File: src/rtl/fetch_pkg.sv
// Shared definitions for the instruction fetch stage: bus widths, the opcode
// field position inside a command word, the HALT opcode, the fetch FSM state
// type and the prefetch buffer entry layout.
package fetch_pkg;

  localparam int ADDR_W  = 8;   // instruction pointer / program memory address width
  localparam int INSTR_W = 24;  // command word width
  localparam int OPC_HI  = 23;  // opcode field [23:18]
  localparam int OPC_LO  = 18;

  localparam logic [OPC_HI-OPC_LO:0] OPC_HALT = 6'b111111;

  typedef enum logic [1:0] {
    RUN,       // issuing fetch requests
    STOPPING,  // HALT buffered, no new requests
    HALTED     // HALT consumed by the decoder
  } fetchState_e;

  // One prefetch buffer entry: the word and the address it was fetched from.
  typedef struct packed {
    logic [ADDR_W-1:0]  addr;
    logic [INSTR_W-1:0] instr;
  } fetchEntry_t;

  function automatic logic isHalt(input logic [INSTR_W-1:0] instr);
    return instr[OPC_HI:OPC_LO] == OPC_HALT;
  endfunction

endpackage

File: src/rtl/instruction_fetch_if.sv
// Fetch stage bus bundle.
//   mem_*       : program memory read port (request pulse, response pulse)
//   cmd_*       : valid/ready command stream towards the decoder
//   jump_*      : redirect request from the decoder
//   halted      : fetch stopped after a consumed HALT
// Modport master is the fetch stage, slave is its environment.
interface instruction_fetch_if;
  import fetch_pkg::*;

  logic               mem_req;
  logic [ADDR_W-1:0]  mem_addr;
  logic               mem_rvalid;
  logic [INSTR_W-1:0] mem_rdata;
  logic               cmd_valid;
  logic               cmd_ready;
  logic [INSTR_W-1:0] cmd_out;
  logic [ADDR_W-1:0]  cmd_addr;
  logic               jump_en;
  logic [ADDR_W-1:0]  jump_target;
  logic               halted;

  modport master (
    output mem_req, mem_addr, cmd_valid, cmd_out, cmd_addr, halted,
    input  mem_rvalid, mem_rdata, cmd_ready, jump_en, jump_target
  );

  modport slave (
    input  mem_req, mem_addr, cmd_valid, cmd_out, cmd_addr, halted,
    output mem_rvalid, mem_rdata, cmd_ready, jump_en, jump_target
  );

endinterface

File: src/rtl/fetch_fifo.sv
// Prefetch buffer: DEPTH-entry FIFO of {addr, instr} entries.
//   clock, reset : rising-edge clock, synchronous active-high reset
//   push/pushData: write an entry at the tail
//   pop          : drop the head entry (caller guarantees not empty)
//   flush        : synchronous clear of all entries
//   headData     : current head entry (meaningless while empty)
//   count/full/empty : occupancy
// DEPTH must be a power of two so the pointers wrap by overflow.
module fetch_fifo
  import fetch_pkg::*;
#(
  parameter int DEPTH = 2
) (
  input  logic                         clock,
  input  logic                         reset,
  input  logic                         push,
  input  logic                         pop,
  input  logic                         flush,
  input  fetchEntry_t                  pushData,
  output fetchEntry_t                  headData,
  output logic [$clog2(DEPTH+1)-1:0]   count,
  output logic                         full,
  output logic                         empty
);

  localparam int PTR_W = $clog2(DEPTH);
  localparam int CNT_W = $clog2(DEPTH+1);

  fetchEntry_t      storage [DEPTH];
  logic [PTR_W-1:0] wrPtr;
  logic [PTR_W-1:0] rdPtr;

  // NOTE: storage is deliberately left without reset; an entry is only ever
  // read after it has been written, and the top masks the head while empty.
  always_ff @(posedge clock) begin
    if (push) begin
      storage[wrPtr] <= pushData;
    end
  end

  // NOTE: all state is updated with non-blocking assignments so every register
  // sees the pre-edge value of every other register.
  always_ff @(posedge clock) begin
    if (reset || flush) begin
      wrPtr <= '0;
      rdPtr <= '0;
      count <= '0;
    end else begin
      if (push) wrPtr <= wrPtr + 1'b1;
      if (pop)  rdPtr <= rdPtr + 1'b1;
      if (push && !pop)      count <= count + 1'b1;
      else if (pop && !push) count <= count - 1'b1;
    end
  end

  assign headData = storage[rdPtr];
  assign full     = (count == CNT_W'(DEPTH));
  assign empty    = (count == '0);

endmodule

File: src/rtl/instruction_fetch.sv
// Instruction fetch front end. Walks pc through program memory with at most
// one read outstanding, buffers returned words in a prefetch FIFO and offers
// them with their addresses to the decoder over valid/ready. Decoder jumps
// flush the buffer and redirect fetch; a HALT word stops fetching once it
// has been fetched and halts the stage once the decoder consumes it.
//   clock, reset : rising-edge clock, synchronous active-high reset
//   fetchBus     : memory read port, command stream, jump input, halted
module instruction_fetch
  import fetch_pkg::*;
#(
  parameter int                DEPTH    = 2,
  parameter logic [ADDR_W-1:0] RESET_PC = 8'h00
) (
  input  logic                 clock,
  input  logic                 reset,
  instruction_fetch_if.master  fetchBus
);

  localparam int CNT_W = $clog2(DEPTH+1);

  fetchState_e       state;
  fetchState_e       stateNext;
  logic [ADDR_W-1:0] pc;
  logic [ADDR_W-1:0] reqAddr;      // address of the outstanding request
  logic              outstanding;
  logic              discard;      // outstanding response belongs to a flushed stream

  logic              rspFire;
  logic              pushEn;
  logic              popEn;
  logic              rspIsHalt;
  logic              fits;
  logic              issue;
  fetchEntry_t       pushData;
  fetchEntry_t       headData;
  logic [CNT_W-1:0]  count;
  logic              full;
  logic              empty;

  // A response only counts when a request is actually outstanding.
  assign rspFire   = fetchBus.mem_rvalid && outstanding;
  assign pushEn    = rspFire && !discard && !fetchBus.jump_en;
  assign popEn     = !empty && fetchBus.cmd_ready && !fetchBus.jump_en;
  assign rspIsHalt = isHalt(fetchBus.mem_rdata);
  assign pushData  = '{addr: reqAddr, instr: fetchBus.mem_rdata};

  // Room check on the occupancy this cycle's push/pop will leave behind,
  // so a new request always has a slot reserved for its response.
  // NOTE: every always_comb output gets a default first so no path can leave
  // it unassigned and infer a latch.
  always_comb begin
    fits = !full;
    if (pushEn && !popEn)      fits = (count < CNT_W'(DEPTH - 1));
    else if (popEn && !pushEn) fits = 1'b1;
  end

  // A HALT arriving now stops the request that would otherwise follow it,
  // so no word past the HALT is ever fetched.
  assign issue = !reset && (state == RUN) && !fetchBus.jump_en && !discard &&
                 (!outstanding || rspFire) && fits && !(pushEn && rspIsHalt);

  always_comb begin
    stateNext       = state;
    fetchBus.halted = (state == HALTED);
    if (fetchBus.jump_en) begin
      stateNext = RUN;
    end else begin
      case (state)
        RUN:      if (pushEn && rspIsHalt) stateNext = STOPPING;
        STOPPING: if (popEn && isHalt(headData.instr)) stateNext = HALTED;
        default:  stateNext = state;
      endcase
    end
  end

  always_ff @(posedge clock) begin
    if (reset) state <= RUN;
    else       state <= stateNext;
  end

  always_ff @(posedge clock) begin
    if (reset) begin
      pc          <= RESET_PC;
      reqAddr     <= '0;
      outstanding <= 1'b0;
      discard     <= 1'b0;
    end else if (fetchBus.jump_en) begin
      pc <= fetchBus.jump_target;
      // A response landing in the jump cycle is simply dropped; one still in
      // flight must be swallowed when it arrives.
      if (outstanding && !fetchBus.mem_rvalid) begin
        discard <= 1'b1;
      end else begin
        outstanding <= 1'b0;
        discard     <= 1'b0;
      end
    end else begin
      if (issue) begin
        pc      <= pc + 1'b1;
        reqAddr <= pc;
      end
      if (issue)        outstanding <= 1'b1;
      else if (rspFire) outstanding <= 1'b0;
      if (rspFire) discard <= 1'b0;
    end
  end

  fetch_fifo #(.DEPTH(DEPTH)) u_fifo (
    .clock    (clock),
    .reset    (reset),
    .push     (pushEn),
    .pop      (popEn),
    .flush    (fetchBus.jump_en),
    .pushData (pushData),
    .headData (headData),
    .count    (count),
    .full     (full),
    .empty    (empty)
  );

  assign fetchBus.mem_req   = issue;
  assign fetchBus.mem_addr  = pc;
  assign fetchBus.cmd_valid = !empty;
  assign fetchBus.cmd_out   = empty ? '0 : headData.instr;
  assign fetchBus.cmd_addr  = empty ? '0 : headData.addr;

endmodule

File: src/flat_wrapper.sv
// flat-port wrapper written by rule: the top's interface ports become plain ports
module instruction_fetch_flat import fetch_pkg::*;
#(
  parameter int                DEPTH    = 2,
  parameter logic [ADDR_W-1:0] RESET_PC = 8'h00
)
  (clock, reset, fetchBus_mem_req, fetchBus_mem_addr, fetchBus_cmd_valid, fetchBus_cmd_out, fetchBus_cmd_addr, fetchBus_halted, fetchBus_mem_rvalid, fetchBus_mem_rdata, fetchBus_cmd_ready, fetchBus_jump_en, fetchBus_jump_target);
  instruction_fetch_if fetchBus_i ();
  input  logic clock;
  input  logic reset;
  output wire logic [$bits(fetchBus_i.mem_req)-1:0] fetchBus_mem_req;
  output wire logic [$bits(fetchBus_i.mem_addr)-1:0] fetchBus_mem_addr;
  output wire logic [$bits(fetchBus_i.cmd_valid)-1:0] fetchBus_cmd_valid;
  output wire logic [$bits(fetchBus_i.cmd_out)-1:0] fetchBus_cmd_out;
  output wire logic [$bits(fetchBus_i.cmd_addr)-1:0] fetchBus_cmd_addr;
  output wire logic [$bits(fetchBus_i.halted)-1:0] fetchBus_halted;
  input wire logic [$bits(fetchBus_i.mem_rvalid)-1:0] fetchBus_mem_rvalid;
  input wire logic [$bits(fetchBus_i.mem_rdata)-1:0] fetchBus_mem_rdata;
  input wire logic [$bits(fetchBus_i.cmd_ready)-1:0] fetchBus_cmd_ready;
  input wire logic [$bits(fetchBus_i.jump_en)-1:0] fetchBus_jump_en;
  input wire logic [$bits(fetchBus_i.jump_target)-1:0] fetchBus_jump_target;
  assign fetchBus_mem_req = fetchBus_i.mem_req;
  assign fetchBus_mem_addr = fetchBus_i.mem_addr;
  assign fetchBus_cmd_valid = fetchBus_i.cmd_valid;
  assign fetchBus_cmd_out = fetchBus_i.cmd_out;
  assign fetchBus_cmd_addr = fetchBus_i.cmd_addr;
  assign fetchBus_halted = fetchBus_i.halted;
  assign fetchBus_i.mem_rvalid = fetchBus_mem_rvalid;
  assign fetchBus_i.mem_rdata = fetchBus_mem_rdata;
  assign fetchBus_i.cmd_ready = fetchBus_cmd_ready;
  assign fetchBus_i.jump_en = fetchBus_jump_en;
  assign fetchBus_i.jump_target = fetchBus_jump_target;
  instruction_fetch #(.DEPTH(DEPTH), .RESET_PC(RESET_PC)) u_core (.clock(clock), .reset(reset), .fetchBus(fetchBus_i));
endmodule
File: config.mk
export PLATFORM = sky130hd
export DESIGN_NAME = instruction_fetch_flat
export DESIGN_NICKNAME = d
export VERILOG_FILES = /design/src/rtl/fetch_pkg.sv /design/src/rtl/instruction_fetch_if.sv /design/src/rtl/fetch_fifo.sv /design/src/rtl/instruction_fetch.sv /design/src/flat_wrapper.sv
export SDC_FILE = /design/constraint.sdc
export NUM_CORES = 1
export LEC_CHECK = 0
export CORE_MARGIN = 2
export CORE_UTILIZATION = 37
export CTS_CLUSTER_SIZE = 8
export DETAILED_ROUTE_END_ITERATION = 8
export GPL_TIMING_DRIVEN = 1
export PLACE_DENSITY = 0.68
export SYNTH_ARGS = -nofsm -noshare
export SYNTH_HDL_FRONTEND = slang
export SYNTH_SLANG_ARGS = --single-unit
export TNS_END_PERCENT = 100
File: constraint.sdc
create_clock -name clock -period 5.9 [get_ports clock]
set_clock_uncertainty 0.1 [all_clocks]
set_input_delay 1.18 -clock clock [delete_from_list [all_inputs] [get_ports clock]]
set_output_delay 1.18 -clock clock [all_outputs]
set_load 0.01 [all_outputs]
# == Word level (Yosys, flattened, before mapping) ==
# Memories as Yosys holds them, arrays and structs flattened. A register that Yosys moved wholly into a read port is not among the register bits.
# Index checks and enable logic that the tools add are counted.
# totals
mem_bits_rw,64
memories,1
out_inout_bits,43
regBits,24
in_bits,37
# classes
n_mux,21
eq_ne,8
order_cmp,1
reduce_logical,39
bitwise,1
addsub,5
# memory_table
memory,depth,word_bits,read_ports,rd_ports_with_merged_regs,write_ports,line_no,source
u_core.u_fifo.storage,2,32,1,1,1,fetch_fifo.sv:29,fetchEntry_t storage [DEPTH];
# op_table
cell,n
two-way mux 24 bit,1
two-way mux 8 bit,3
logical AND 1 bit,16
"equality test 6 bit, second input constant",2
two-way mux 1 bit,12
zero test 1 bit,10
"adder 8 x 1 -> 8 bit, second input constant",1
two-way mux 2 bit,4
nonzero test 2 bit,4
"equality test 2 bit, second input constant",2
zero test 2 bit,2
"inequality test 2 bit, second input constant",2
case mux 2 bit (2 select lines),1
AND reduction 2 bit,2
AND reduction 3 bit,1
nonzero test 3 bit,1
"adder 1 bit, second input constant",2
"adder 2 x 1 -> 2 bit, second input constant",1
"equality test 2 x 1 -> 1 bit, second input constant",1
logical OR 1 bit,2
"less-than comparator 2 x 1 -> 1 bit, second input constant",1
"inequality test 2 x 1 -> 1 bit, second input constant",1
OR reduction 2 bit,1
"subtractor 2 x 1 -> 2 bit, second input constant",1
NOT 1 bit,1

# == Longest topological paths before layout ==
# logic_depth
ltp_word,11
mapped_depth,13

# == Modules after synthesis ==
# From an unflattened synthesis, not the netlist that was laid out.
# hier_totals
hier_cells,297
area_unflattened_um2,3898.7
# modules_own_cells
mod,instances,area_each_um2,seq_area_each_um2,cells_per_inst
fetch_fifo,1,2521.2,2021.9,122
instruction_fetch,1,1377.6,400.4,175

# == Least setup slack after synthesis ==
# No wires, ideal clock.
# synth_timing
path_type,input-to-output
startpoint,in fetchBus_jump_en
endpoint,out fetchBus_mem_req
path_buffers,1
path_stages,9
slack_ns,2.161
arrival_ns,2.459
cell_sequence,inv_1 -> and3_1 -> inv_1 -> ha_1 -> nand2b_1 -> and4b_1 -> buf_2 -> nand3_1 -> inv_1
# synth_lines
element,line_no,source
start: declaration,flat_wrapper.sv:20,input wire logic [$bits(fetchBus_i.jump_en)-1:0] fetchBus_jump_en;
zero test 1 bit (*),instruction_fetch.sv:43,assign popEn = !empty && fetchBus.cmd_ready && !fetchBus.jump_en;
logical AND 1 bit (*),instruction_fetch.sv:43,
net u_core.popEn,instruction_fetch.sv:30,logic popEn;
logical AND 1 bit or zero test 1 bit (tied branches),"instruction_fetch.sv:54, instruction_fetch.sv:53",
two-way mux 1 bit or logical AND 1 bit (tied branches),"instruction_fetch.sv:54, instruction_fetch.sv:53",
two-way mux 1 bit (*),instruction_fetch.sv:53,if (pushEn && !popEn) fits = (count < CNT_W'(DEPTH - 1));
logical AND 1 bit (*) (2 in a row),instruction_fetch.sv:60,(!outstanding || rspFire) && fits && !(pushEn && rspIsHalt);
end: declaration,flat_wrapper.sv:11,output wire logic [$bits(fetchBus_i.mem_req)-1:0] fetchBus_mem_req;
# The timed path passes the listed nets; every way through them passes the cells marked *.

# == Worst setup path after layout ==
# Ends and elaborated chain as after synthesis.

==> metrics.txt <==
RSZ-0062 raised after global routing no; CP Launch Type input port; register area share after synthesis 62.9%; first-pass GRT wire length 12,900 um; input/output buffers approximately 80; initial antenna violation count 0; Final Slew Violations 0; Clock Latency Late Sink approximately 360 ps; Most used DFF post-synth edfxtp_1; H-tree depth 3; Crit Path Max Fanout 15; Data arrival, critical path around 4000 ps; HPWL Detailed 5310 um; Congestion Overflow GR 0; Syn Nets roughly 360; Mapped Avg Cell Area 12.3 um2; routed len/inst ~15 um; leakage 1.59 nW; final setup fails 0; fin crit share between 90 and 100%; CTS sink cnt between 80 and 90; Num CTS Buffers 9; Antenna Cells 0; Post-DP Area 4750 um2; Synth Warn # 0; PD cells about 230 nW/um2; Synth Register Bits 89; Synth cell types between 40 and 50; Area contributors post-synth edfxtp_1 50%, dfxtp_1 13%, mux2i_1 8.3%; number of global-route vias before repair about 2,600; Post-synth EDFFs 64; row count 37; max cap viols 0; layout overhead on the synthesized area 27.9%; clk root buf clkbuf_8; FILL cells 920; CTS Hold Buffers Added 0; fmax approximately 0.19 GHz; total global-route track usage 14.6%; I/O pin count 80; clk buf depth 2; WS Path Type in2out; post-layout instance area 4930 um2; Synth top cells by count 64 x edfxtp_1, 47 x nor2_1, 32 x mux2i_1, 25 x dfxtp_1, 17 x nand2_1; Period minus WS final ~5300 ps; CTS-repair resized insts 0; chip height around 110 um; Starting Density 37.7%; Post-Syn Instances approximately 310; Nets 429; synthesized area between 3000 and 4000 um2; CTS tree built; CP Capture Type primary output; post-CTS setup buffer count 0; ANT nets after route 0; Worst slew margin around a quarter; final count of hold timing violations 0; drt first pass iters 4; largest net degree at the start of global routing 36; setup TNS 0 ps; Initial DRC Count ~120; count leader, synth edfxtp_1; drt drc 0; Max rail drop VDD ~0.11 mV; vias approximately 2,700; Core ar. around 10,000 um2; class of the worst hold path reg2reg; CP Data Required Time 4620 ps; Synth top area share between 40% and 50%; overall routed net length around 8000 um; RePlAce Congestion between 0.8 and 0.9; status completed; vias per cell 5.13; Util after Layout around half; area leader, netlist edfxtp_1; Slew @ Worst Pin approximately 1100 ps; Post-synth ARST share 0%; share of cells above drive strength 1 approximately 6.4%; die width between 100 and 150 um; total die area between 10,000 and 15,000 um2; CTS clock-pin slew for the worst setup and hold paths 90 ps
-- layout by cell type, fill, tap and decap left out, types with 3 or more instances in the layout --
master	Yosys	final
o311ai_0	6	6
nand4_1	15	15
nor2_1	47	46
o21ai_0	3	3
o31ai_1	8	8
clkdlybuf4s50_1	0	79
a31oi_1	3	3
dfxtp_1	25	24
buf_4	0	5
ha_1	6	6
nand2b_1	4	4
a41oi_1	3	3
inv_1	7	7
nand3_1	5	5
mux2i_1	32	32
clkbuf_8	0	9
or4_1	4	4
a21oi_1	12	12
inv_6	0	3
edfxtp_1	64	64
nand2_1	17	17
-- kinds of logic after synthesis --
group	count (synthesis)	share of synthesized area (%)
simple gates	107	13.9
flops	89	62.9
compound gates	45	8.57
mux	32	8.31
buf+inv	30	3.47
fa+ha+maj	6	1.95
xor+xnor	4	0.909
-- cell type report --
cell class | count | area (um2) | area share [%]
Clock buffer | 10 | 128 | 2.59
Clock inverter | 6 | 50.0 | 1.02
Inverter | 8 | 30.0 | 0.609
Multi-Input combinational cell | 194 | 1300 | 26.4
Sequential cell | 89 | 2420 | 49.2
Tap cell | 136 | 170 | 3.45
Timing Repair Buffer | 84 | 828 | 16.8
-- flip-flops by register name, indices dropped and copies added, names as in the netlist, named ones only --
| name | flops |
|---|---|
| u_core.u_fifo.storage | 64 |
| u_core.fetchBus.mem_addr | 8 |
| u_core.reqAddr | 8 |
| u_core.state | 2 |
| u_core.u_fifo.count | 2 |
| u_core.discard | 1 |
| u_core.outstanding | 1 |
| u_core.u_fifo.rdPtr | 1 |
| u_core.u_fifo.wrPtr | 1 |
-- worst paths after layout --
check / end / cells after the start / slack [ps] / start
worst max-delay path: fetchBus_mem_req / 11 / 560 / fetchBus_jump_en
worst min-delay path: u_core.u_fifo.storage[1][26] / 0 / 360 / u_core.reqAddr[2]
worst max register to register: u_core.fetchBus.mem_addr[4] / 11 / 2990 / u_core.u_fifo.count[0]
worst min register to register: u_core.u_fifo.storage[1][26] / 0 / 360 / u_core.reqAddr[2]
-- metrics by stage --
stage | total power, mW | setup WS, ps | hold WS (ps) | cells
3_3_place_gp | 0.782 | 655 | 335 | 511
5_1_grt | 1.19 | 323 | 384 | 527
2_1_floorplan | 0.734 | 2160 | 326 | 313
4_1_cts | 1.16 | 568 | 374 | 527
3_5_place_dp | 0.784 | 584 | 350 | 511
6_report | 1.15 | 556 | 363 | 527
-- critical path, stage by stage --
cell,delay (ps)
clkdlybuf4s50_1,630
inv_1,340
and3_1,270
inv_1,60
ha_1,230
nand2b_1,140
and4b_1,200
buf_4,190
nand3_1,170
inv_1,100
clkdlybuf4s50_1,530
-- power breakdown --
| group | internal (mW) | total, mW | switching (mW) | leakage [nW] |
|---|---|---|---|---|
| Combinational | 0.0462 | 0.0831 | 0.0369 | 0.692 |
| Clock | 0.158 | 0.382 | 0.223 | 0.0839 |
| Sequential | 0.677 | 0.686 | 0.00958 | 0.810 |
| Total | 0.881 | 1.15 | 0.270 | 1.59 |
-- routing by layer --
metal	vias to the layer above	track usage [%]	wire, um
li1	1326	-	-
met1	1268	20.1	3790
met2	100	22.9	3580
met3	10	2.88	478
met4	0	5.36	106
met5	-	0	0
(Power assumes the default switching activity.)
